[src/rtl/mem_wb_pipe_if.sv]
// rtl/mem_wb_pipe_if.sv - EX-to-MEM handshake and instruction payload
interface mem_wb_pipe_if;
  logic        to_ms_valid;
  logic        ms_allow_in;
  logic [31:0] ex_pc;
  logic        ex_ld;
  logic        ex_st;
  logic [2:0]  ex_mem_op;
  logic [31:0] ex_addr;
  logic [31:0] ex_st_data;
  logic        ex_rf_we;
  logic [4:0]  ex_rf_waddr;
  logic [31:0] ex_alu_res;

  modport master (
    output to_ms_valid, ex_pc, ex_ld, ex_st, ex_mem_op, ex_addr, ex_st_data,
           ex_rf_we, ex_rf_waddr, ex_alu_res,
    input  ms_allow_in
  );

  modport slave (
    input  to_ms_valid, ex_pc, ex_ld, ex_st, ex_mem_op, ex_addr, ex_st_data,
           ex_rf_we, ex_rf_waddr, ex_alu_res,
    output ms_allow_in
  );
endinterface

[src/rtl/mem_wb_pipe.sv]
// rtl/mem_wb_pipe.sv - LA32R memory-access stage with MEM/WB pipeline register
module mem_wb_pipe #(
  parameter int          RD_LAT   = 1,
  parameter logic [31:0] RESET_PC = 32'h1c000000
) (
  input  logic              clk,
  input  logic              reset,
  input  logic              flush,
  mem_wb_pipe_if.slave      ex,
  output logic              data_sram_en,
  output logic [3:0]        data_sram_we,
  output logic [31:0]       data_sram_addr,
  output logic [31:0]       data_sram_wdata,
  input  logic [31:0]       data_sram_rdata,
  input  logic              wb_allow_in,
  output logic              ms_fwd_we,
  output logic [4:0]        ms_fwd_addr,
  output logic              ms_fwd_ok,
  output logic [31:0]       ms_fwd_data,
  output logic              wb_valid,
  output logic [31:0]       wb_pc,
  output logic              wb_rf_we,
  output logic [4:0]        wb_rf_waddr,
  output logic [31:0]       wb_rf_wdata,
  output logic              wb_ale
);

  localparam logic [2:0] LAT = 3'(RD_LAT);

  typedef enum logic [1:0] {IDLE, WAIT, DONE, DRAIN} state_t;

  state_t      state;
  logic [2:0]  cnt;
  logic [31:0] hold_q;

  logic        ms_valid;
  logic        sent_q;
  logic [31:0] pc_q;
  logic        ld_q;
  logic        st_q;
  logic [2:0]  op_q;
  logic [31:0] addr_q;
  logic [31:0] st_data_q;
  logic        rf_we_q;
  logic [4:0]  rf_waddr_q;
  logic [31:0] alu_res_q;

  logic        mem_acc;
  logic        ale;
  logic        lat_hit;
  logic        ms_ready_go;
  logic        ms_allow_in;
  logic        to_wb;
  logic [7:0]  ld_byte;
  logic [15:0] ld_half;
  logic [31:0] ld_aligned;
  logic [31:0] ld_result;
  logic [31:0] fwd_data;
  logic [3:0]  st_we;
  logic [31:0] st_wdata;

  always_comb begin
    mem_acc = ld_q || st_q;
    case (op_q[1:0])
      2'b01:   ale = mem_acc && addr_q[0];
      2'b10:   ale = mem_acc && (addr_q[1:0] != 2'b00);
      default: ale = 1'b0;
    endcase

    ld_byte = data_sram_rdata[{addr_q[1:0], 3'b000} +: 8];
    ld_half = addr_q[1] ? data_sram_rdata[31:16] : data_sram_rdata[15:0];
    case (op_q)
      3'b000:  ld_aligned = {{24{ld_byte[7]}}, ld_byte};
      3'b001:  ld_aligned = {{16{ld_half[15]}}, ld_half};
      3'b100:  ld_aligned = {24'd0, ld_byte};
      3'b101:  ld_aligned = {16'd0, ld_half};
      default: ld_aligned = data_sram_rdata;
    endcase

    case (op_q[1:0])
      2'b00: begin
        st_we    = 4'b0001 << addr_q[1:0];
        st_wdata = {4{st_data_q[7:0]}};
      end
      2'b01: begin
        st_we    = 4'b0011 << {addr_q[1], 1'b0};
        st_wdata = {2{st_data_q[15:0]}};
      end
      default: begin
        st_we    = 4'b1111;
        st_wdata = st_data_q;
      end
    endcase

    lat_hit = (cnt == LAT);
    case (state)
      IDLE:    ms_ready_go = !(ms_valid && ld_q && !ale);
      WAIT:    ms_ready_go = lat_hit;
      DONE:    ms_ready_go = 1'b1;
      default: ms_ready_go = 1'b0;
    endcase

    // Load data bypasses hold_q in the capture cycle so WB can take it at once.
    ld_result   = (state == DONE) ? hold_q : ld_aligned;
    fwd_data    = (ld_q && !ale) ? ld_result : alu_res_q;
    ms_allow_in = (state != DRAIN) && (!ms_valid || (ms_ready_go && wb_allow_in));
    to_wb       = ms_ready_go && wb_allow_in;

    // sent_q keeps a stalled store from rewriting the SRAM every cycle.
    data_sram_en    = ms_valid && (state == IDLE) && mem_acc && !ale && !sent_q && !flush;
    data_sram_we    = (data_sram_en && st_q) ? st_we : 4'b0000;
    data_sram_addr  = ms_valid ? {addr_q[31:2], 2'b00} : 32'd0;
    data_sram_wdata = ms_valid ? st_wdata : 32'd0;
  end

  assign ex.ms_allow_in = ms_allow_in;
  assign ms_fwd_we      = ms_valid && rf_we_q && !ale;
  assign ms_fwd_addr    = rf_waddr_q;
  assign ms_fwd_ok      = !ld_q || ms_ready_go;
  assign ms_fwd_data    = fwd_data;

  always_ff @(posedge clk) begin
    if (reset) begin
      ms_valid   <= 1'b0;
      sent_q     <= 1'b0;
      pc_q       <= 32'd0;
      ld_q       <= 1'b0;
      st_q       <= 1'b0;
      op_q       <= 3'd0;
      addr_q     <= 32'd0;
      st_data_q  <= 32'd0;
      rf_we_q    <= 1'b0;
      rf_waddr_q <= 5'd0;
      alu_res_q  <= 32'd0;
    end else begin
      if (ms_allow_in) begin
        pc_q       <= ex.ex_pc;
        ld_q       <= ex.ex_ld;
        st_q       <= ex.ex_st;
        op_q       <= ex.ex_mem_op;
        addr_q     <= ex.ex_addr;
        st_data_q  <= ex.ex_st_data;
        rf_we_q    <= ex.ex_rf_we;
        rf_waddr_q <= ex.ex_rf_waddr;
        alu_res_q  <= ex.ex_alu_res;
        sent_q     <= 1'b0;
      end else if (data_sram_en) begin
        sent_q <= 1'b1;
      end
      if (flush) begin
        ms_valid <= 1'b0;
      end else if (ms_allow_in) begin
        ms_valid <= ex.to_ms_valid;
      end
    end
  end

  always_ff @(posedge clk) begin
    if (reset) begin
      state  <= IDLE;
      cnt    <= 3'd0;
      hold_q <= 32'd0;
    end else begin
      case (state)
        IDLE: begin
          if (data_sram_en && ld_q) begin
            state <= WAIT;
            cnt   <= 3'd1;
          end
        end
        WAIT: begin
          if (lat_hit) begin
            hold_q <= ld_aligned;
            cnt    <= 3'd0;
            state  <= (flush || wb_allow_in) ? IDLE : DONE;
          end else begin
            cnt <= cnt + 3'd1;
            if (flush) state <= DRAIN;
          end
        end
        DONE: begin
          if (flush || wb_allow_in) state <= IDLE;
        end
        default: begin
          // The killed load's read data still has to arrive before the SRAM is reusable.
          if (lat_hit) begin
            state <= IDLE;
            cnt   <= 3'd0;
          end else begin
            cnt <= cnt + 3'd1;
          end
        end
      endcase
    end
  end

  always_ff @(posedge clk) begin
    if (reset) begin
      wb_valid    <= 1'b0;
      wb_pc       <= RESET_PC;
      wb_rf_we    <= 1'b0;
      wb_rf_waddr <= 5'd0;
      wb_rf_wdata <= 32'd0;
      wb_ale      <= 1'b0;
    end else if (to_wb) begin
      wb_valid <= ms_valid && !flush;
      if (ms_valid) begin
        wb_pc       <= pc_q;
        wb_rf_we    <= rf_we_q && !ale;
        wb_rf_waddr <= rf_waddr_q;
        wb_rf_wdata <= fwd_data;
        wb_ale      <= ale;
      end
    end else if (wb_allow_in) begin
      wb_valid <= 1'b0;
    end
  end

endmodule

[src/flat_wrapper.sv]
// flat-port wrapper written by rule: the top's interface ports become plain ports
module mem_wb_pipe_flat 
#(
  parameter int          RD_LAT   = 1,
  parameter logic [31:0] RESET_PC = 32'h1c000000
)
  (clk, reset, flush, data_sram_en, data_sram_we, data_sram_addr, data_sram_wdata, data_sram_rdata, wb_allow_in, ms_fwd_we, ms_fwd_addr, ms_fwd_ok, ms_fwd_data, wb_valid, wb_pc, wb_rf_we, wb_rf_waddr, wb_rf_wdata, wb_ale, ex_to_ms_valid, ex_ex_pc, ex_ex_ld, ex_ex_st, ex_ex_mem_op, ex_ex_addr, ex_ex_st_data, ex_ex_rf_we, ex_ex_rf_waddr, ex_ex_alu_res, ex_ms_allow_in);
  mem_wb_pipe_if ex_i ();
  input  logic clk;
  input  logic reset;
  input  logic flush;
  output logic data_sram_en;
  output logic [3:0] data_sram_we;
  output logic [31:0] data_sram_addr;
  output logic [31:0] data_sram_wdata;
  input  logic [31:0] data_sram_rdata;
  input  logic wb_allow_in;
  output logic ms_fwd_we;
  output logic [4:0] ms_fwd_addr;
  output logic ms_fwd_ok;
  output logic [31:0] ms_fwd_data;
  output logic wb_valid;
  output logic [31:0] wb_pc;
  output logic wb_rf_we;
  output logic [4:0] wb_rf_waddr;
  output logic [31:0] wb_rf_wdata;
  output logic wb_ale;
  input wire logic [$bits(ex_i.to_ms_valid)-1:0] ex_to_ms_valid;
  input wire logic [$bits(ex_i.ex_pc)-1:0] ex_ex_pc;
  input wire logic [$bits(ex_i.ex_ld)-1:0] ex_ex_ld;
  input wire logic [$bits(ex_i.ex_st)-1:0] ex_ex_st;
  input wire logic [$bits(ex_i.ex_mem_op)-1:0] ex_ex_mem_op;
  input wire logic [$bits(ex_i.ex_addr)-1:0] ex_ex_addr;
  input wire logic [$bits(ex_i.ex_st_data)-1:0] ex_ex_st_data;
  input wire logic [$bits(ex_i.ex_rf_we)-1:0] ex_ex_rf_we;
  input wire logic [$bits(ex_i.ex_rf_waddr)-1:0] ex_ex_rf_waddr;
  input wire logic [$bits(ex_i.ex_alu_res)-1:0] ex_ex_alu_res;
  output wire logic [$bits(ex_i.ms_allow_in)-1:0] ex_ms_allow_in;
  assign ex_i.to_ms_valid = ex_to_ms_valid;
  assign ex_i.ex_pc = ex_ex_pc;
  assign ex_i.ex_ld = ex_ex_ld;
  assign ex_i.ex_st = ex_ex_st;
  assign ex_i.ex_mem_op = ex_ex_mem_op;
  assign ex_i.ex_addr = ex_ex_addr;
  assign ex_i.ex_st_data = ex_ex_st_data;
  assign ex_i.ex_rf_we = ex_ex_rf_we;
  assign ex_i.ex_rf_waddr = ex_ex_rf_waddr;
  assign ex_i.ex_alu_res = ex_ex_alu_res;
  assign ex_ms_allow_in = ex_i.ms_allow_in;
  mem_wb_pipe #(.RD_LAT(RD_LAT), .RESET_PC(RESET_PC)) u_core (.clk(clk), .reset(reset), .flush(flush), .ex(ex_i), .data_sram_en(data_sram_en), .data_sram_we(data_sram_we), .data_sram_addr(data_sram_addr), .data_sram_wdata(data_sram_wdata), .data_sram_rdata(data_sram_rdata), .wb_allow_in(wb_allow_in), .ms_fwd_we(ms_fwd_we), .ms_fwd_addr(ms_fwd_addr), .ms_fwd_ok(ms_fwd_ok), .ms_fwd_data(ms_fwd_data), .wb_valid(wb_valid), .wb_pc(wb_pc), .wb_rf_we(wb_rf_we), .wb_rf_waddr(wb_rf_waddr), .wb_rf_wdata(wb_rf_wdata), .wb_ale(wb_ale));
endmodule
[config.mk]
export PLATFORM = sky130hd
export DESIGN_NAME = mem_wb_pipe_flat
export DESIGN_NICKNAME = d
export VERILOG_FILES = /design/src/rtl/mem_wb_pipe_if.sv /design/src/rtl/mem_wb_pipe.sv /design/src/flat_wrapper.sv
export SDC_FILE = /design/constraint.sdc
export NUM_CORES = 1
export LEC_CHECK = 0
export CAP_MARGIN = 25
export CORE_ASPECT_RATIO = 2
export CORE_MARGIN = 8
export CORE_UTILIZATION = 44
export CTS_BUF_LIST = sky130_fd_sc_hd__clkbuf_2 sky130_fd_sc_hd__clkbuf_4 sky130_fd_sc_hd__clkbuf_8
export CTS_CLUSTER_DIAMETER = 60
export DETAILED_ROUTE_END_ITERATION = 10
export PLACE_DENSITY = 0.79
export SETUP_SLACK_MARGIN = 0.05
export SYNTH_ARGS = -nofsm -noshare
export SYNTH_HDL_FRONTEND = slang
export SYNTH_SLANG_ARGS = --single-unit
[constraint.sdc]
create_clock -name clk -period 2.3 [get_ports clk]
set_input_delay 0.46 -clock clk [delete_from_list [all_inputs] [get_ports clk]]
set_output_delay 0.46 -clock clk [all_outputs]
set_load 0.005 [all_outputs]
======== Word-level counts from Yosys, hierarchy flattened ========
Index checks and enable logic that the tools add are counted.
cells by class
  add/subtract/negate cells ............... 1
  $mul .................................... 0
  div/mod/pow operators ................... 0
  magnitude comparators ................... 0
  eq/ne operators ......................... 12
  shift-type cells ........................ 3
  mux-type cells .......................... 23
  bitwise operators ....................... 1
  reduce and logical (&&, ||, !) cells .... 40
operator list
  operator                                                                number
  32-bit two-way mux                                                      4
  32-bit case mux with 4 select lines                                     1
  32-bit case mux with 2 select lines                                     1
  32-bit by 6-bit indexed part select with 8-bit output                   1
  1-bit logical AND                                                       18
  16-bit two-way mux                                                      1
  2-bit two-way mux                                                       6
  4-bit case mux with 2 select lines                                      1
  3-bit by 1-bit equality test with 1-bit output (second input constant)  2
  3-bit equality test (second input constant)                             2
  1-bit logical NOT                                                       6
  3-bit two-way mux                                                       2
  2-bit != test (second input constant)                                   3
  2-bit case mux with 3 select lines                                      1
  3-bit case mux with 2 select lines                                      1
  2-bit AND reduction                                                     3
  2-bit by 1-bit equality test with 1-bit output (second input constant)  2
  2-bit equality test (second input constant)                             2
  2-bit logical NOT                                                       2
  1-bit logical OR                                                        4
  4-bit two-way mux                                                       1
  4-bit AND reduction                                                     1
  2-bit nonzero test                                                      2
  4-bit nonzero test                                                      1
  other kinds (10)                                                        12
word-level totals
  flip-flop bits (word level) ............. 250
  bits in latches ......................... 0
  bits in writable memories ............... 0
  memory bits (read-only) ................. 0
  output and inout port bits .............. 181
  memories ................................ 0

======== Logic depth before layout (Yosys ltp) ========
Gate-level depths: netlist of run 1.
  word-level depth ........................ 11
  gate-level depth with buffers ........... 11

======== Least setup slack after synthesis of run 1 ========
OpenSTA, ideal clock, no wires.
  path type ............................... reg2out
  start point ............................. register u_core.op_q[1]
  end point ............................... output port data_sram_wdata[24]
  arrival ................................. 2.141 ns
  slack ................................... -0.301 ns
  stages on the path, launching flop included .. 10
  buffers on the path ..................... 4
  cells stage by stage .................... dfxtp_1 clkbuf_1 inv_1 ha_1 buf_2 nor2_1 buf_2 buf_1 nand2_1 a21oi_1
between the ends
  word-level cells in the longest chain between the ends .. 3
  elaborated cells between the ends (all ways) .. 4
  those cells by class .................... eq/ne: 1; mux: 2; reduce/logical: 1
RTL lines
  what                                                                                        line                text
  from (decl)                                                                                 mem_wb_pipe.sv:41   logic [2:0] op_q;
  from (signal assigned)                                                                      mem_wb_pipe.sv:140  op_q <= ex.ex_mem_op;
  2-bit by 1-bit equality test with 1-bit output / 2-bit logical NOT (equally long branches)  mem_wb_pipe.sv:80   case (op_q[1:0])
  32-bit case mux with 2 select lines *                                                       mem_wb_pipe.sv:80
  32-bit two-way mux *                                                                        mem_wb_pipe.sv:113  data_sram_wdata = ms_valid ? st_wdata : 32'd0;
  to (decl)                                                                                   flat_wrapper.sv:15  output logic [31:0] data_sram_wdata;
Mark *: on every way between the ends. The rest lies on a longest branch, timed or not.

======== Worst setup path in the final report of run 1 ========
  start point ............................. register u_core.op_q[0]
  end point ............................... output port ms_fwd_data[0]
between the ends
  word-level cells in the longest chain between the ends .. 5
  elaborated cells between the ends (all ways) .. 12
  those cells by class .................... eq/ne: 5; mux: 4; reduce/logical: 3
RTL lines
  what                                                                         line                text
  branches (longest 4 deep; another with 32-bit case mux with 4 select lines)  --
  32-bit two-way mux *                                                         mem_wb_pipe.sv:105  fwd_data = (ld_q && !ale) ? ld_result : alu_res_q;
  to (decl)                                                                    flat_wrapper.sv:21  output logic [31:0] ms_fwd_data;
Every way passes the cells marked *.

==> impl_metrics.tcl, run 1 <==
set metrics [dict create \
    whs_path_depth 2 \
    grt_pass1_vias 12400 \
    rows 83 \
    fp.dieW_um 129 \
    numCtsBuffers 37 \
    vias_per_cell 5.65 \
    clk_root_buffer_cell "clkbuf_8" \
    yosysTopAreaCell "dfxtp_1" \
    status "finished, violations left" \
    crit_cells 10 \
    ys_warn_count 0 \
    start_kind "flop" \
    tightest_slew_ns 0.695 \
    synth_simple_gate_area_share 0.197 \
    num_io_pins 357 \
    fin_crit_ns 2.92 \
    synth_compound_area_frac 0.153 \
    rsz0062_at_grt "yes" \
    ir_worst_vdd_mv 0.600 \
    post-place-ws_ns -0.873 \
    drt_iter0_drc 1030 \
    fin_area_um2 19300 \
    nets 2003 \
    end_kind "output pin" \
    min_path_type "reg2reg" \
    netlist_instances 1303 \
    n_fill_cell 1621 \
    seq_area_frac_synth 0.444 \
    setup_ws_ns -0.618 \
    firstDrtPassIters 6 \
    track_usage 0.268 \
    cts_buffer_depth 3 \
    cp.required_ns 1.84 \
    path_cells "inv_2 > ha_4 > nor2b_1 > buf_4 > nor2_2 > buf_6 > o21ai_1 > o21ai_2 > nand2_1 > buf_2" \
    synth_top_family_by_area "simple AND/OR/NAND/NOR gates" \
    slowest_delay_ns 0.35 \
    io_buffers 354 \
    max_freq_mhz 343 \
    cp_top_family "buffers and inverters" \
    die_h_um 242 \
    setup_tns_ns -51.47 \
    synth_edf_count 0 \
    ys_ff_latch 250 \
    finalPower_w 0.0113 \
    cp_slowest_cell "o21ai_1" \
    grt_pass1_wl_um 66800 \
    path_max_fanout 7 \
    synth_common_cells "dfxtp_1, nor2_1, nand2_1" \
    syn_avg_cell_area_um2 8.66 \
    dieArea_um2 31300 \
    slew_viol_final 0 \
    grt_antenna_before_repair 4 \
    cts_tree "yes" \
    r2r_cells 16 \
    cts_sinks 250 \
    synth_xor_area_frac 0 \
    htree_levels 2 \
    drc 0 \
    postRouteWirelength_um 50200 \
    synth_flop_cell "dfxtp_1" \
    p_leak_nw 8.74 \
    worst_clock_skew_ns 0.0214 \
    finalSetupViolations 238 \
    vias 12400 \
    cap_viol_max_count 0 \
    dp_hpwl_um 28900 \
    core_area_um2 25400 \
    initial_core_util 0.443 \
    power_density_nw_per_um2 587 \
    violations "setup timing" \
    synthMuxAreaShare 0.138 \
    syn2layout_area_growth_pct 70.9 \
    synth_cell_types 56 \
    clk_latency_ns 0.56 \
    cts.reportedPaths.clkPinSlew_ns 0.07 \
    post_drt_wl_per_cell_um 22.9 \
    async_reset_ff_frac 0 \
    yosysTopAreaCellShare 0.444 \
    yosysMostFrequentCell "dfxtp_1" \
    relSlewSlack 0.536 \
    arrival_ns 2.46 \
    fin_crit_sh 1.27 \
    grt_max_degree 86 \
    routabilityCongestion 0.912 \
    placed_area_um2 15700 \
    synth.cell_area_um2 11300 \
    synthAdderAreaFrac 0.00333 \
    cp_num_buf_inv 4 \
    hold_viol 0 \
    drive_above_1_share 0.324 \
    synth_area_leaders "dfxtp_1, mux2i_1, nor2_1, nand2_1, a21oi_1" \
    path_class "reg2out" \
    ant_nets 0 \
    overflow 0 \
]
kinds of logic (layout without fill, tap and decap cells):
family                     after synthesis  in the layout
buffers and inverters                  135            679
other                                    1              3
adders and majority gates                3              3
AOI/OAI and AO/OA                      254            254
DFF                                    250            250
muxes                                  154            154
and+or+nand+nor                        506            506
through the flow:
step | cells | hold WS [ns] | utilization
final | 2189 | 0.456 | 0.758
after global routing | 2189 | 0.472 | 0.758
after CTS | 2132 | 0.455 | 0.701
after detailed placement | 2002 | 0.449 | 0.617
after global placement | 2001 | 0.436 | 0.617
after floorplan | 1304 | 0.431 | -
metal layers:
metal  track usage  vias to the layer above  part of all wire
met5             0                        -           0.00072
met4         0.133                        6             0.055
met3        0.0961                      211              0.11
met2         0.447                      758              0.49
met1         0.291                     5885              0.34
li1              -                     5501                 -
cells in the final DEF, fill, tap and decap left out, types with 47 or more instances in the layout:
master           instances
a21oi_2                 51
buf_2                   52
buf_4                  126
buf_6                   47
clkbuf_8                48
clkdlybuf4s50_1        251
dfxtp_1                246
mux2i_1                131
nand2_1                106
nor2_1                 230
path summary, 6_finish.rpt:
path / start / end / slack [ns]
worst min-delay path: u_core.pc_q[12] / u_core.wb_pc[12] / 0.46
worst min register to register: u_core.pc_q[12] / u_core.wb_pc[12] / 0.46
worst max register to register: u_core.op_q[1] / u_core.wb_pc[22] / -0.37
worst max-delay path: u_core.op_q[0] / ms_fwd_data[0] / -0.62
what timing repair did:
| item | 4_1_cts | 5_1_grt |
|---|---|---|
| buffers inserted | 54 | 37 |
| pin swaps | 93 | 104 |
| hold buffers | 0 | 0 |
| cloned | 13 | 25 |
| resized for setup | 476 | 185 |
| endpoints found under the setup margin | 212 | 159 |
area by class of cell:
| cell class | count | area [µm²] | share of cell area |
|---|---|---|---|
| Multi-Input combinational cell | 919 | 6710 | 0.348 |
| Antenna cell | 1 | 2.50 | 0.000130 |
| Clock inverter | 10 | 139 | 0.00721 |
| Timing Repair Buffer | 591 | 6190 | 0.321 |
| Clock buffer | 53 | 692 | 0.0359 |
| Inverter | 25 | 101 | 0.00526 |
| Tap cell | 340 | 425 | 0.0221 |
| Sequential cell | 250 | 5010 | 0.260 |
state kept, by name, summed over array words and instances (netlist names):
signal              count
u_core.op_q             3
u_core.wb_rf_wdata     32
u_core.ld_q             1
u_core.wb_rf_waddr      5
u_core.ms_fwd_addr      5
u_core.sent_q           1
u_core.wb_valid         1
u_core.st_q             1
u_core.wb_rf_we         1
u_core.pc_q            32
u_core.st_data_q       32
u_core.rf_we_q          1
u_core.hold_q          32
u_core.wb_ale           1
u_core.wb_pc           32
u_core.alu_res_q       32
u_core.ms_valid         1
u_core.state            2
u_core.addr_q          32
u_core.cnt              3
worst min-delay path: stages (launching register included):
cell and delay [ns]:
dfxtp_1 0.31, nand2_1 0.05, a21oi_1 0.05
power breakdown:
group          switching, W  total [W]  leakage, nW  internal (W)
clock network       0.00186    0.00415        0.426       0.00229
logic               0.00111    0.00248         6.26       0.00136
registers          0.000163    0.00469         2.06       0.00453
Note: power is estimated with default switching activity, not from simulation.
==> run 2, diff against run 1 <==
- REMOVE_ABC_BUFFERS: default -> 1
- clock period: 2.3 -> 2.4 ns (I/O delays scaled with it)
==> impl_metrics.tcl, run 2 (same netlist as run 1, synthesis figures left out) <==
set metrics [dict create \
    status "finished, violations left" \
    violations "setup timing" \
    dieArea_um2 31300 \
    hold_viol 0 \
    arrival_ns 2.55 \
    min_path_type "in2reg" \
    post-place-ws_ns -0.991 \
    drc 0 \
    cp_slowest_cell "dfxtp_2" \
    whs_ns 0.383 \
    fp.dieW_um 129 \
    start_kind "flop" \
    ant_nets 0 \
    cp.required_ns 1.92 \
    drt_iter0_drc 930 \
    die_h_um 242 \
    grt_pass1_wl_um 66900 \
    multiInputGateArea_um2 6450 \
    nets 1988 \
    path_common_cell "buf_6" \
    slew_viol_final 0 \
    rsz0062_at_grt "yes" \
    dp_hpwl_um 28200 \
    track_usage 0.269 \
    fin_crit_ns 3.03 \
    syn2layout_area_growth_pct 68.5 \
    routabilityCongestion 0.866 \
    clk_latency_ns 0.59 \
    finalPower_w 0.0109 \
    setup_tns_ns -36.77 \
    firstDrtPassIters 5 \
    vias 12200 \
    initial_core_util 0.443 \
    ir_worst_vdd_mv 0.543 \
    post_drt_wl_per_cell_um 22.9 \
    grt_max_degree 58 \
    grt_antenna_before_repair 3 \
    p_leak_nw 8.48 \
    end_kind "output pin" \
    finalSetupViolations 197 \
    cts_buffer_depth 3 \
    htree_levels 2 \
    overflow 0 \
    postRouteWirelength_um 49900 \
    slowest_delay_ns 0.36 \
    cts_tree "yes" \
    numCtsBuffers 39 \
    grt_pass1_vias 12400 \
    path_cells "inv_2 > buf_6 > ha_4 > buf_12 > buf_6 > nor2b_4 > o21ai_4 > buf_6 > buf_6 > a21o_1 > o21ai_2 > nand2_1 > buf_2" \
    path_class "reg2out" \
    fin_crit_sh 1.26 \
    num_io_pins 357 \
    core_area_um2 25400 \
    n_fill_cell 1652 \
    cap_viol_max_count 0 \
    final_common_cell "clkdlybuf4s50_1" \
    cts_sinks 250 \
    vias_per_cell 5.60 \
    power_density_nw_per_um2 576 \
    rows 83 \
    setup_ws_ns -0.631 \
    worst_clock_skew_ns 0.0309 \
    area.sequential_um2 5020 \
    max_freq_mhz 330 \
    r2r_slack_ns -0.25 \
    io_buffers 354 \
    layout_common_cells "clkdlybuf4s50_1, dfxtp_1, nor2_1, mux2i_1, nand2_1" \
    cts.reportedPaths.clkPinSlew_ns 0.07 \
    drive_above_1_share 0.293 \
    clk_root_buffer_cell "clkbuf_8" \
    path_max_fanout 5 \
]
## run 2: changes by cell type in the layout (fill, tap and decap cells not counted), sizes merged
cell,change
clkdlybuf4s50,+37
clkinvlp,-2
bufinv,-1
bufbuf,-3
dlygate4sd2,-40
diode,+3
buf,-17
clkinv,+5
dlymetal6s2s,+3
clkbuf,+9
## run 2: path summary, 6_finish.rpt
path                                      start                    end  cells after the start
worst max-delay path             u_core.op_q[1]         ms_fwd_data[5]                     13
worst max register to register   u_core.op_q[1]  u_core.wb_rf_wdata[7]                     15
worst min-delay path                      reset        u_core.pc_q[15]                      2
worst min register to register  u_core.wb_pc[8]        u_core.wb_pc[8]                      2
## run 2: routing by layer
metal	GRT usage	up-vias	wire length, µm
li1	-	5483	-
met1	0.288	5800	17200
met2	0.442	736	23900
met3	0.108	201	5590
met4	0.142	0	3270
met5	0	-	0
## run 2: layout make-up
| cell class | instances | area share |
|---|---|---|
| flip-flops and latches | 250 | 0.264 |
| clock inverters | 12 | 0.00672 |
| inverters | 25 | 0.00547 |
| clock buffers | 59 | 0.0401 |
| repair buffers | 574 | 0.321 |
| diodes | 4 | 0.000527 |
| multi-input cells | 919 | 0.340 |
| well taps | 340 | 0.0224 |
## run 2: power by group
part	switching (W)	total [W]	internal (W)
Sequential	0.000141	0.00448	0.00434
Clock	0.00184	0.00411	0.00227
Combinational	0.00105	0.00235	0.00130
Total	0.00303	0.0109	0.00791
## run 2: per-stage QoR
step	utilization	instances	area, µm²
after floorplan	-	1194	10700
after global placement	0.617	1999	15700
after detailed placement	0.617	1999	15700
after CTS	0.703	2131	17900
after global routing	0.747	2182	19000
final	0.747	2183	19000
## run 2: what timing repair did
| item | in CTS | in global routing |
|---|---|---|
| buffers inserted | 60 | 28 |
| cloned | 9 | 28 |
| gates resized for setup | 450 | 110 |
| endpoints found under the setup margin | 105 | 235 |
| pin swaps | 85 | 80 |
| hold buffers | 0 | 0 |
## run 2: critical path: cells and delay by family, from the launching register on
kind	cells	cell delay [ns]
buffers and inverters	7	0.81
AO/OA/AOI/OAI	3	0.37
flip-flops	1	0.36
AND/OR/NAND/NOR	2	0.22
adder cells (fa/ha/maj)	1	0.20
==> run 3, diff against run 2 <==
- ABC_AREA: default -> 1
- CORE_UTILIZATION: 44 -> 45
==> impl_metrics.tcl, run 3 <==
set metrics [dict create \
    arrival_ns 2.38 \
    ant_nets 0 \
    ys_ff_latch 250 \
    seq_area_frac_synth 0.395 \
    routabilityCongestion 0.854 \
    netlist_instances 2037 \
    postRouteWirelength_um 48100 \
    yosysMostFrequentCell "nand2_1" \
    worst_clock_skew_ns 0.0178 \
    ir_worst_vdd_mv 0.447 \
    hold_viol 0 \
    n_fill_cell 2323 \
    rsz0062_at_grt "yes" \
    layout_common_cells "nand2_1, inv_1, nor2_1, clkdlybuf4s50_1, dfxtp_1" \
    r2r_cells 22 \
    finalSetupViolations 59 \
    drt_iter0_drc 1152 \
    slew_viol_final 0 \
    relSlewSlack 0.442 \
    r2r_slack_ns -0.28 \
    dieArea_um2 34100 \
    syn_avg_cell_area_um2 6.23 \
    yosysTopAreaCell "dfxtp_1" \
    core_area_um2 28000 \
    drc 0 \
    clk_latency_ns 0.55 \
    track_usage 0.261 \
    violations "setup timing" \
    synth_common_cells "nand2_1, inv_1, nor2_1" \
    synth_cell_types 27 \
    initial_core_util 0.453 \
    hp-start "reset" \
    cts_sinks 250 \
    synth_area_leaders "dfxtp_1, nand2_1, a21oi_1, inv_1, nor2_1" \
    rows 87 \
    grt_pass1_vias 13600 \
    fp.dieW_um 135 \
    firstDrtPassIters 5 \
    numCtsBuffers 39 \
    cp.required_ns 1.92 \
    clk_root_buffer_cell "clkbuf_8" \
    final_common_cell "nand2_1" \
    cts.reportedPaths.clkPinSlew_ns 0.07 \
    multiInputGateArea_um2 6350 \
    path_class "reg2out" \
    nets 2674 \
    synth.cell_area_um2 12700 \
    whs_path_depth 3 \
    ys_warn_count 0 \
    instances_no_fill 2882 \
    setup_ws_ns -0.464 \
    grt_pass1_wl_um 72200 \
    setup_tns_ns -15.69 \
    min_path_type "in2reg" \
    fin_crit_ns 2.86 \
    fin_crit_sh 1.19 \
    num_io_pins 357 \
    vias_per_cell 5.09 \
    cap_viol_max_count 0 \
    max_freq_mhz 349 \
    synth_flop_cell "dfxtp_1" \
    end_kind "output pin" \
    p_leak_nw 10.5 \
    yosysTopAreaCellShare 0.395 \
    hold_end "u_core.wb_pc[27]" \
    r2r_start "u_core.op_q[1]" \
    die_h_um 253 \
    cts_tree "yes" \
    dp.cells 2709 \
    dp_hpwl_um 28800 \
    fin_area_um2 19500 \
    tightest_slew_ns 0.836 \
    cts_buffer_depth 3 \
    cp-startpoint "u_core.op_q[1]" \
    grt_max_degree 114 \
    io_buffers 354 \
    placed_area_um2 17000 \
    drive_above_1_share 0.174 \
    overflow 0 \
    path_max_fanout 5 \
    htree_levels 2 \
    area.sequential_um2 5010 \
    grt_antenna_before_repair 4 \
    synth_edf_count 0 \
    status "finished, violations left" \
    rr_endpoint "u_core.wb_rf_wdata[5]" \
    async_reset_ff_frac 0 \
    power_density_nw_per_um2 574 \
    post_drt_wl_per_cell_um 16.7 \
    vias 14700 \
    start_kind "flop" \
    syn2layout_area_growth_pct 53.9 \
]
## run 3: report_power, final
part	switching, W	internal [W]
Combinational	0.00137	0.00137
Clock	0.00173	0.00218
Sequential	0.000154	0.00441
Total	0.00325	0.00795
## run 3: kinds of logic after synthesis
group	count (synthesis)	synth area share
AO/OA/AOI/OAI	328	0.134
buffers and inverters	450	0.147
AND/OR/NAND/NOR	1005	0.321
adder cells (fa/ha/maj)	3	0.00296
flip-flops	250	0.395
other	1	0.000296
## run 3: worst max-delay path by stage
stage	to	slack, ns	cells after the start
4_1_cts	ex_ms_allow_in	-0.38	13
3_5_place_dp	ms_fwd_data[12]	-0.43	11
5_1_grt	ms_fwd_data[30]	-0.52	13
2_1_floorplan	u_core.state[0]	-3.48	6
3_3_place_gp	ms_fwd_data[13]	-0.37	11
6_report	ms_fwd_data[30]	-0.46	13
## run 3: timing repair
action / CTS / global route
gates cloned: 12 / 8
buffers inserted: 66 / 21
pin swaps: 52 / 32
resized for setup: 428 / 102
hold endpoints to repair: 0 / 0
endpoints found under the setup margin: 213 / 247
hold buffers: 0 / 0
## run 3: per-layer routing
metal  GRT usage  part of all wire  up-vias
met4       0.106             0.037        0
met1       0.310              0.40     6685
met5           0                 0        -
met3      0.0916              0.11      113
met2       0.418              0.46      648
li1            -                 -     7234
## run 3: final cells by class
class,instances,share of cell area
Clock buffer,64,0.0403
Timing Repair Buffer,559,0.292
Antenna cell,4,0.000513
Sequential cell,250,0.257
Clock inverter,4,0.00263
Multi-Input combinational cell,1341,0.325
Tap cell,356,0.0228
Inverter,304,0.0595
## run 3: stage by stage
stage,setup slack (ns),hold WS [ns],total power [W],util
after floorplan,-3.48,0.430,0.00565,-
after global placement,-0.369,0.441,0.00678,0.609
after detailed placement,-0.426,0.449,0.00682,0.609
after CTS,-0.383,0.286,0.0110,0.670
after global routing,-0.521,0.331,0.0117,0.698
final,-0.464,0.318,0.0112,0.698
## run 3: worst max-delay path: stages (launching register included)
cell	delay [ns]
dfxtp_4	0.37
clkinv_4	0.07
ha_4	0.17
buf_6	0.13
inv_4	0.06
nor2_4	0.04
o211ai_1	0.17
buf_6	0.20
buf_4	0.11
buf_6	0.08
nand4_1	0.12
nand2_1	0.11
nand2_1	0.07
buf_2	0.13
